## src/rtl/shared_and_pkg.sv

```systemverilog
// Shared definitions for the round-robin AND/clear scheduler.
//   op_e     : per-requester operation select (AND or clear)
//   id_width : width of an encoded requester index for R requesters
package shared_and_pkg;

  typedef enum logic {
    OP_AND   = 1'b0,
    OP_CLEAR = 1'b1
  } op_e;

  function automatic int id_width(input int r);
    return (r <= 1) ? 1 : $clog2(r);
  endfunction

endpackage

```

## src/rtl/shared_and_scheduler_rr_arbiter.sv

```systemverilog
// Combinational round-robin arbiter.
//   req    : request vector, one bit per requester
//   en     : grant enable; no grant is issued while low
//   prio   : index searched first; the search wraps modulo R
//   gnt    : one-hot grant (all zero when nothing is granted)
//   gnt_id : encoded index of the granted requester (0 when no grant)
module rr_arbiter
  import shared_and_pkg::*;
#(
  parameter int R  = 4,
  parameter int IW = id_width(R)
) (
  input  logic [R-1:0]  req,
  input  logic          en,
  input  logic [IW-1:0] prio,
  output logic [R-1:0]  gnt,
  output logic [IW-1:0] gnt_id
);

  logic          found;
  logic [IW-1:0] idx;

  // R is a power of two, so the IW-bit add wraps modulo R on its own.
  always_comb begin
    gnt    = '0;
    gnt_id = '0;
    found  = 1'b0;
    idx    = '0;
    for (int i = 0; i < R; i++) begin
      idx = prio + IW'(i);
      if (en && !found && req[idx]) begin
        gnt[idx] = 1'b1;
        gnt_id   = idx;
        found    = 1'b1;
      end
    end
  end

endmodule

```

## src/rtl/shared_and_scheduler.sv

```systemverilog
// Shares one registered N-bit AND/clear datapath among R requesters.
// Handshakes: a requester's operation transfers in the cycle where its
// IN_valid and OUT_ready bits are both high; the result transfers in the
// cycle where OUT_valid and IN_resReady are both high. A grant is only
// issued when the result slot is empty or being drained that cycle, so a
// drain and a new capture can share a cycle (one result per cycle).
//   clk, rst       : clock, synchronous active-high reset
//   IN_valid       : per-requester operation pending
//   OUT_ready      : one-hot combinational grant
//   IN_valA/B      : packed per-requester operands (requester r at [r*N +: N])
//   IN_ctrl        : per-requester op (0 = A & B, 1 = clear)
//   OUT_valid      : result register holds a valid result
//   IN_resReady    : consumer takes the result this cycle
//   OUT_result     : registered result
//   OUT_id         : requester that produced OUT_result
module shared_and_scheduler
  import shared_and_pkg::*;
#(
  parameter int N  = 4,
  parameter int R  = 4,
  parameter int IW = id_width(R)
) (
  input  logic            clk,
  input  logic            rst,
  input  logic [R-1:0]    IN_valid,
  output logic [R-1:0]    OUT_ready,
  input  logic [R*N-1:0]  IN_valA,
  input  logic [R*N-1:0]  IN_valB,
  input  logic [R-1:0]    IN_ctrl,
  output logic            OUT_valid,
  input  logic            IN_resReady,
  output logic [N-1:0]    OUT_result,
  output logic [IW-1:0]   OUT_id
);

  logic [IW-1:0] prio;
  logic          accept;
  logic [R-1:0]  gnt;
  logic [IW-1:0] gnt_id;
  logic          grant;
  logic [N-1:0]  op_a;
  logic [N-1:0]  op_b;
  logic [N-1:0]  next_result;

  // Reset is folded into the enable so no grant is visible during reset.
  assign accept = !OUT_valid || IN_resReady;

  rr_arbiter #(.R(R), .IW(IW)) u_arb (
    .req    (IN_valid),
    .en     (accept && !rst),
    .prio   (prio),
    .gnt    (gnt),
    .gnt_id (gnt_id)
  );

  assign OUT_ready = gnt;
  assign grant     = |gnt;

  always_comb begin
    op_a        = IN_valA[int'(gnt_id)*N +: N];
    op_b        = IN_valB[int'(gnt_id)*N +: N];
    next_result = (op_e'(IN_ctrl[gnt_id]) == OP_CLEAR) ? '0 : (op_a & op_b);
  end

  always_ff @(posedge clk) begin
    if (rst) begin
      OUT_valid  <= 1'b0;
      OUT_result <= '0;
      OUT_id     <= '0;
      prio       <= '0;
    end else if (grant) begin
      OUT_valid  <= 1'b1;
      OUT_result <= next_result;
      OUT_id     <= gnt_id;
      prio       <= gnt_id + IW'(1);
    end else if (IN_resReady && OUT_valid) begin
      OUT_valid  <= 1'b0;
    end
  end

endmodule

```

## config.mk

```make
export PLATFORM = sky130hd
export DESIGN_NAME = shared_and_scheduler
export DESIGN_NICKNAME = d
export VERILOG_FILES = /design/src/rtl/shared_and_pkg.sv /design/src/rtl/shared_and_scheduler_rr_arbiter.sv /design/src/rtl/shared_and_scheduler.sv
export SDC_FILE = /design/constraint.sdc
export NUM_CORES = 1
export LEC_CHECK = 0
export CORE_MARGIN = 8
export CORE_UTILIZATION = 36
export DETAILED_ROUTE_END_ITERATION = 6
export GPL_TIMING_DRIVEN = 1
export PLACE_DENSITY = 0.73
export SYNTH_ARGS = -nofsm -noshare
export SYNTH_HDL_FRONTEND = slang
export SYNTH_SLANG_ARGS = --single-unit
```

## constraint.sdc

```tcl
create_clock -name clk -period 2.8 [get_ports clk]
set_input_delay 0.56 -clock clk [delete_from_list [all_inputs] [get_ports clk]]
set_output_delay 0.56 -clock clk [all_outputs]
set_load 0.02 [all_outputs]
```

==> results.yml, run 1 <==
synth:
  synth_area_leaders: "dfxtp_1, mux2i_1, ha_1"
  yosysUniqueCellTypes: 38
  ys_warn_count: 0
  synth_cells: 128
  syn_avg_cell_area_sq_um: 8.514
  yosysTopAreaCellShare_pct: 16.53
  synth_area_sq_mm: 0.001090
  yosysSeqAreaShare_pct: 16.53
  yosysTopAreaCell: "dfxtp_1"
  syn_nets: 179
  yosys_register_bits: 9
critical_path:
  worst_ep_required_time_ns: 2.24
  r2r-start: "prio[0]"
  arrival_ns: 2.24
  crit_type: "flop to primary output"
  r2r_end: "OUT_result[2]"
  r2r_cells: 9
  reg2reg_slack_ns: 0.06
  end_kind: "primary output"
  cp-startpoint: "prio[0]"
  crit_fanout: 5
  worstSetupStartpointType: "flop"
  crit_end: "OUT_ready[0]"
outcome:
  violations: "setup timing"
  status: "finished, violations left"
detailed_routing:
  drt_iter0_markers: 41
  drt-total-wl_microns: 3559
  drt-met1-wl_microns: 1327
  drcViolationCount: 0
  antenna_left: 0
  routed.top_layer: "met4"
  via_per_inst: 5.200
  met2_length_microns: 1818
  firstDrtPassIters: 4
  vias: 1248
  routed-wl-met3_microns: 382
  wire_per_inst_microns: 14.83
floorplan:
  start_util_pct: 36.60
  coreArea_sq_mm: 0.002978
  dieArea_sq_mm: 0.005044
  die_w_microns: 71.02
  io_pins: 54
  dieHeight_microns: 71.02
  fp-row-count: 20
place:
  dpl.hpwl_microns: 3011
  io_buffers: 53
  pre_cts_ws_ns: -0.7353
  gp_congestion: 0.8093
timing:
  hold_ws_ns: 0.5079
  drv_slew: 0
  setup_viol: 1
  fin_skew_ns: 0.003680
  hold_violations: 0
  relSlewSlack_pct: 79.83
  post-route-min-period_ns: 2.802
  layout_setup_ws_ns: -0.001508
  finalCritPeriodShare_pct: 100.1
  rsz0062_at_grt: "true"
  max_freq_mhz: 357.0
  tightest_slew_ns: 0.3019
  setup_tns_ns: -0.001508
global_route:
  grt_max_degree: 12
  first_global_vias: 1378
  antenna_found_initial: 0
  grt_overflow_total: 0
  grt_usage_pct: 14.51
  grt_pass1_wl_microns: 5982
clocking:
  cts_tree: "built"
  cts.root.buffer_cell: "clkbuf_4"
  clk_pin_slew_ns: 0.06
  clock_latency_ns: 0.26
  cts.path.max_buffers: 2
  numCtsBuffers: 3
  clkSinkCount: 9
  h-tree-depth: 1
cells_and_area:
  diodes: 0
  areaGrowthSynthToFinish_pct: 75.89
  drive_above_1_share_pct: 30.92
  final_nets: 259
pwr:
  peakVddDrop_v: 0.0005659
  power.leakage_nw: 0.8511
  power_density_mw_per_mm2: 874.2
  power_mw: 1.676
run:
  maxCapViolCount: 0
worst_hold_path:
  worstHoldPathType: "flop to flop"
==> worst min path at each step <==
stage | start | to | slack (ns) | depth (start not counted)
5_1_grt | OUT_result[0] | OUT_result[0] | 0.54 | 1
3_3_place_gp | OUT_result[3] | OUT_result[3] | 0.48 | 1
4_1_cts | OUT_result[3] | OUT_result[3] | 0.51 | 1
2_1_floorplan | OUT_id[1] | OUT_id[1] | 0.59 | 2
6_report | OUT_result[3] | OUT_result[3] | 0.51 | 1
3_5_place_dp | OUT_result[0] | OUT_result[0] | 0.50 | 1
==> logic make-up after synthesis <==
kind of cell	share of synthesized area, %
muxes	24.46
buffers and inverters	8.610
xor gates and xnor gates	0.8038
DFF	16.53
adders and majority gates	9.185
AOI/OAI and AO/OA	20.32
and+or+nand+nor	20.09
==> cell usage in the layout, fill, tap and decap left out, types with 2 or more instances in the layout <==
| cell type | synthesis | final |
|---|---|---|
| clkdlybuf4s50_1 | 0 | 45 |
| buf_4 | 0 | 28 |
| nand2_1 | 25 | 25 |
| mux2i_1 | 12 | 12 |
| dfxtp_1 | 9 | 8 |
| inv_1 | 9 | 8 |
| ha_1 | 8 | 7 |
| nor2_1 | 6 | 6 |
| mux2_2 | 5 | 5 |
| a32o_1 | 5 | 5 |
| mux4_2 | 4 | 4 |
| clkbuf_4 | 0 | 3 |
| nor2b_1 | 2 | 2 |
| o21ai_1 | 2 | 2 |
| or3b_2 | 2 | 2 |
| a21oi_2 | 3 | 2 |
| a21o_1 | 2 | 2 |
| a21oi_1 | 2 | 2 |
| o21ai_0 | 2 | 2 |
| o211ai_1 | 2 | 2 |
| a211oi_1 | 3 | 2 |
| clkdlybuf4s15_1 | 0 | 2 |
| clkbuf_2 | 0 | 2 |
| buf_6 | 4 | 2 |
| buf_12 | 0 | 2 |
==> final cells by class <==
class,count,area [sq um]
flip-flops and latches,9,183.9
multi-input cells,103,860.8
clock buffers,4,26.28
repair buffers,82,768.2
well taps,33,41.29
fillers,254,1061
inverters,9,36.28
==> cell usage after synthesis (all sizes together) <==
master and number:
nand3b 1, o311a 1, nor2 7, ha 8, o2111ai 1, inv 9, mux2i 12, mux4 4
mux2 5, and2 2, xnor2 1, o21ai 4, or2 2, a21o 2, nand2 25, or4 1
a21boi 1, a211oi 3, nand3 1, o221ai 1, o21a 1, a2111oi 1, nor2b 2, or3b 2
a21oi 5, dfxtp 9, o211ai 2, a32o 5, nor3 1, a211o 1, nor3b 1, buf 7
==> what timing repair did <==
action / CTS / global route
pin swaps: 3 / 5
setup buffers: 2 / 3
resized for setup: 30 / 13
setup endpoints to repair: 13 / 13
hold buffers: 0 / 0
==> metrics by stage <==
step                cells  util, %  instance area [sq um]
finish                240    64.37                   1917
global route          240    64.37                   1917
CTS                   237    62.10                   1849
detailed placement    231    60.80                   1810
global placement      231    60.80                   1810
floorplan             128        -                   1109
==> critical path, cell delays in order (launching register included) <==
cell and delay [ns]:
dfxtp_4 0.39, buf_4 0.15, mux4_2 0.54, or3b_2 0.48, a21oi_2 0.18, or2_4 0.13, buf_4 0.13
==> report_power, final <==
group	switching, mW	internal [mW]	leakage [nW]
Sequential	0.0338	0.183	0.0744
Combinational	0.621	0.739	0.762
Clock	0.0438	0.0548	0.0150
==> flip-flops by register name (all words and copies together) (netlist names) <==
register    cells
OUT_id          2
OUT_result      4
prio            2
OUT_valid       1
==> metal layers <==
metal  up-vias  global-route usage [%]
li1        619                       -
met1       573                   13.34
met2        52                   26.26
met3         4                   8.898
met4         0                   3.695
met5         -                       0
Note: power is estimated with default switching activity, not from simulation.
==> run 2: changes to the inputs <==
REMOVE_ABC_BUFFERS = 1   (was not set)
==> results.yml, run 2 (synthesis gave the netlist of run 1 again) <==
outcome:
  status: "finished, final reports clean"
pwr:
  peakVddDrop_v: 0.0004413
  pwr-share-comb_pct: 81.0
  power.internal_mw: 0.9202
  power_density_mw_per_mm2: 867.4
  power_mw: 1.613
  power.share.clock_pct: 6.0
  switchingPower_mw: 0.6926
  p_sw_share_pct: 42.94
  pwr-share-seq_pct: 13.0
  power.leakage_nw: 0.8250
detailed_routing:
  drt_iter0_markers: 22
  drcViolationCount: 0
  drt-total-wl_microns: 3644
  antenna_left: 0
  firstDrtPassIters: 4
  via_per_inst: 5.301
  wire_per_inst_microns: 15.44
  vias: 1251
cells_and_area:
  largest_reg_flops: 4
  fin_area_sq_mm: 0.001859
  final_cell_mix: "clkdlybuf4s50_1, nand2_1, buf_4, mux2i_1, inv_1"
  diodes: 0
  drive_above_1_share_pct: 30.05
  fillCellCount: 263
  seq_area_sq_um: 182.7
  final_nets: 255
  areaGrowthSynthToFinish_pct: 70.61
  regMostFlops: "OUT_result"
  top_regs: "OUT_result x4, OUT_id x2, prio x2"
  multi_input_area_sq_um: 850.8
  mostFrequentLayoutCell: "clkdlybuf4s50_1"
timing:
  post-route-min-period_ns: 2.737
  setup_tns_ns: 0
  relSlewSlack_pct: 74.58
  rsz0062_at_grt: "true"
  hold_violations: 0
  hold_ws_ns: 0.5108
  finalCritPeriodShare_pct: 97.75
  fin_skew_ns: 0.001148
  setup_viol: 0
  drv_slew: 0
  tightest_slew_ns: 0.3804
  max_freq_mhz: 365.4
global_route:
  grt_usage_pct: 13.69
  grt_pass1_wl_microns: 5664
  antenna_found_initial: 0
  first_global_vias: 1293
  grt_max_degree: 12
  grt_overflow_total: 0
clocking:
  numCtsBuffers: 3
  h-tree-depth: 1
  holdBufCountCts: 0
  clkSinkCount: 9
  cts.path.max_buffers: 2
  clock_latency_ns: 0.26
  cts.root.buffer_cell: "clkbuf_4"
  clk_pin_slew_ns: 0.06
  cts_tree: "built"
floorplan:
  start_util_pct: 36.60
  io_pins: 54
  dieHeight_microns: 71.02
  dieArea_sq_mm: 0.005044
  die_w_microns: 71.02
  coreArea_sq_mm: 0.002978
  fp-row-count: 20
critical_path:
  crit_fanout: 8
  arrival_ns: 2.18
  worst_ep_required_time_ns: 2.24
  crit_type: "flop to primary output"
  worstSetupStartpointType: "flop"
  end_kind: "primary output"
worst_hold_path:
  worstHoldPathType: "flop to flop"
place:
  dpl.hpwl_microns: 2995
  io_buffers: 53
  gp_congestion: 0.8730
  placed_area_sq_mm: 0.001779
run:
  maxCapViolCount: 0
run 2: worst max-delay path, cell delays in order, from the launching register on:
cell,delay [ns]
dfxtp_2,0.33
buf_6,0.14
mux4_2,0.52
or4_4,0.55
a21oi_2,0.14
or2_1,0.13
buf_6,0.12
run 2: metal layers:
metal	vias up	routed length [microns]	global-route usage, %
li1	612	-	-
met1	563	1235	12.19
met2	63	1937	25.95
met3	13	368	7.203
met4	0	102	3.926
met5	-	0	0
run 2: repair_timing:
item,4_1_cts,5_1_grt
resized for setup,30,18
setup buffers,0,3
endpoints found under the setup margin,13,12
pin swaps,2,4
run 2: path summary, 6_finish.rpt:
kind / from / end / slack (ns) / depth (start not counted)
worst max-delay path: prio[1] / OUT_ready[0] / 0.06 / 6
worst min-delay path: OUT_result[0] / OUT_result[0] / 0.51 / 1
worst max register to register: prio[0] / OUT_result[2] / 0.12 / 10
worst min register to register: OUT_result[0] / OUT_result[0] / 0.51 / 1
run 2: power by group through the flow:
stage	Clock, mW	Sequential [mW]	Combinational [mW]
floorplan	0	0.278	0.593
global placement	0	0.204	1.15
detailed placement	0	0.208	1.18
CTS	0.101	0.207	1.21
global route	0.110	0.215	1.40
finish	0.0971	0.210	1.31
run 2: per-stage QoR:
step,instances,utilization [%],setup WS [ns]
floorplan,121,-,-0.1521
global placement,229,59.75,-0.6562
detailed placement,229,59.75,-0.7141
CTS,233,60.88,0.003192
global route,236,62.44,-0.02880
finish,236,62.44,0.06290
run 2: cell type report:
type                    instances  share of cell area [%]
repair buffers                 78                   38.96
clock buffers                   4                   1.413
flip-flops and latches          9                   9.825
inverters                       9                   1.817
well taps                      33                   2.221
multi-input cells             103                   45.76
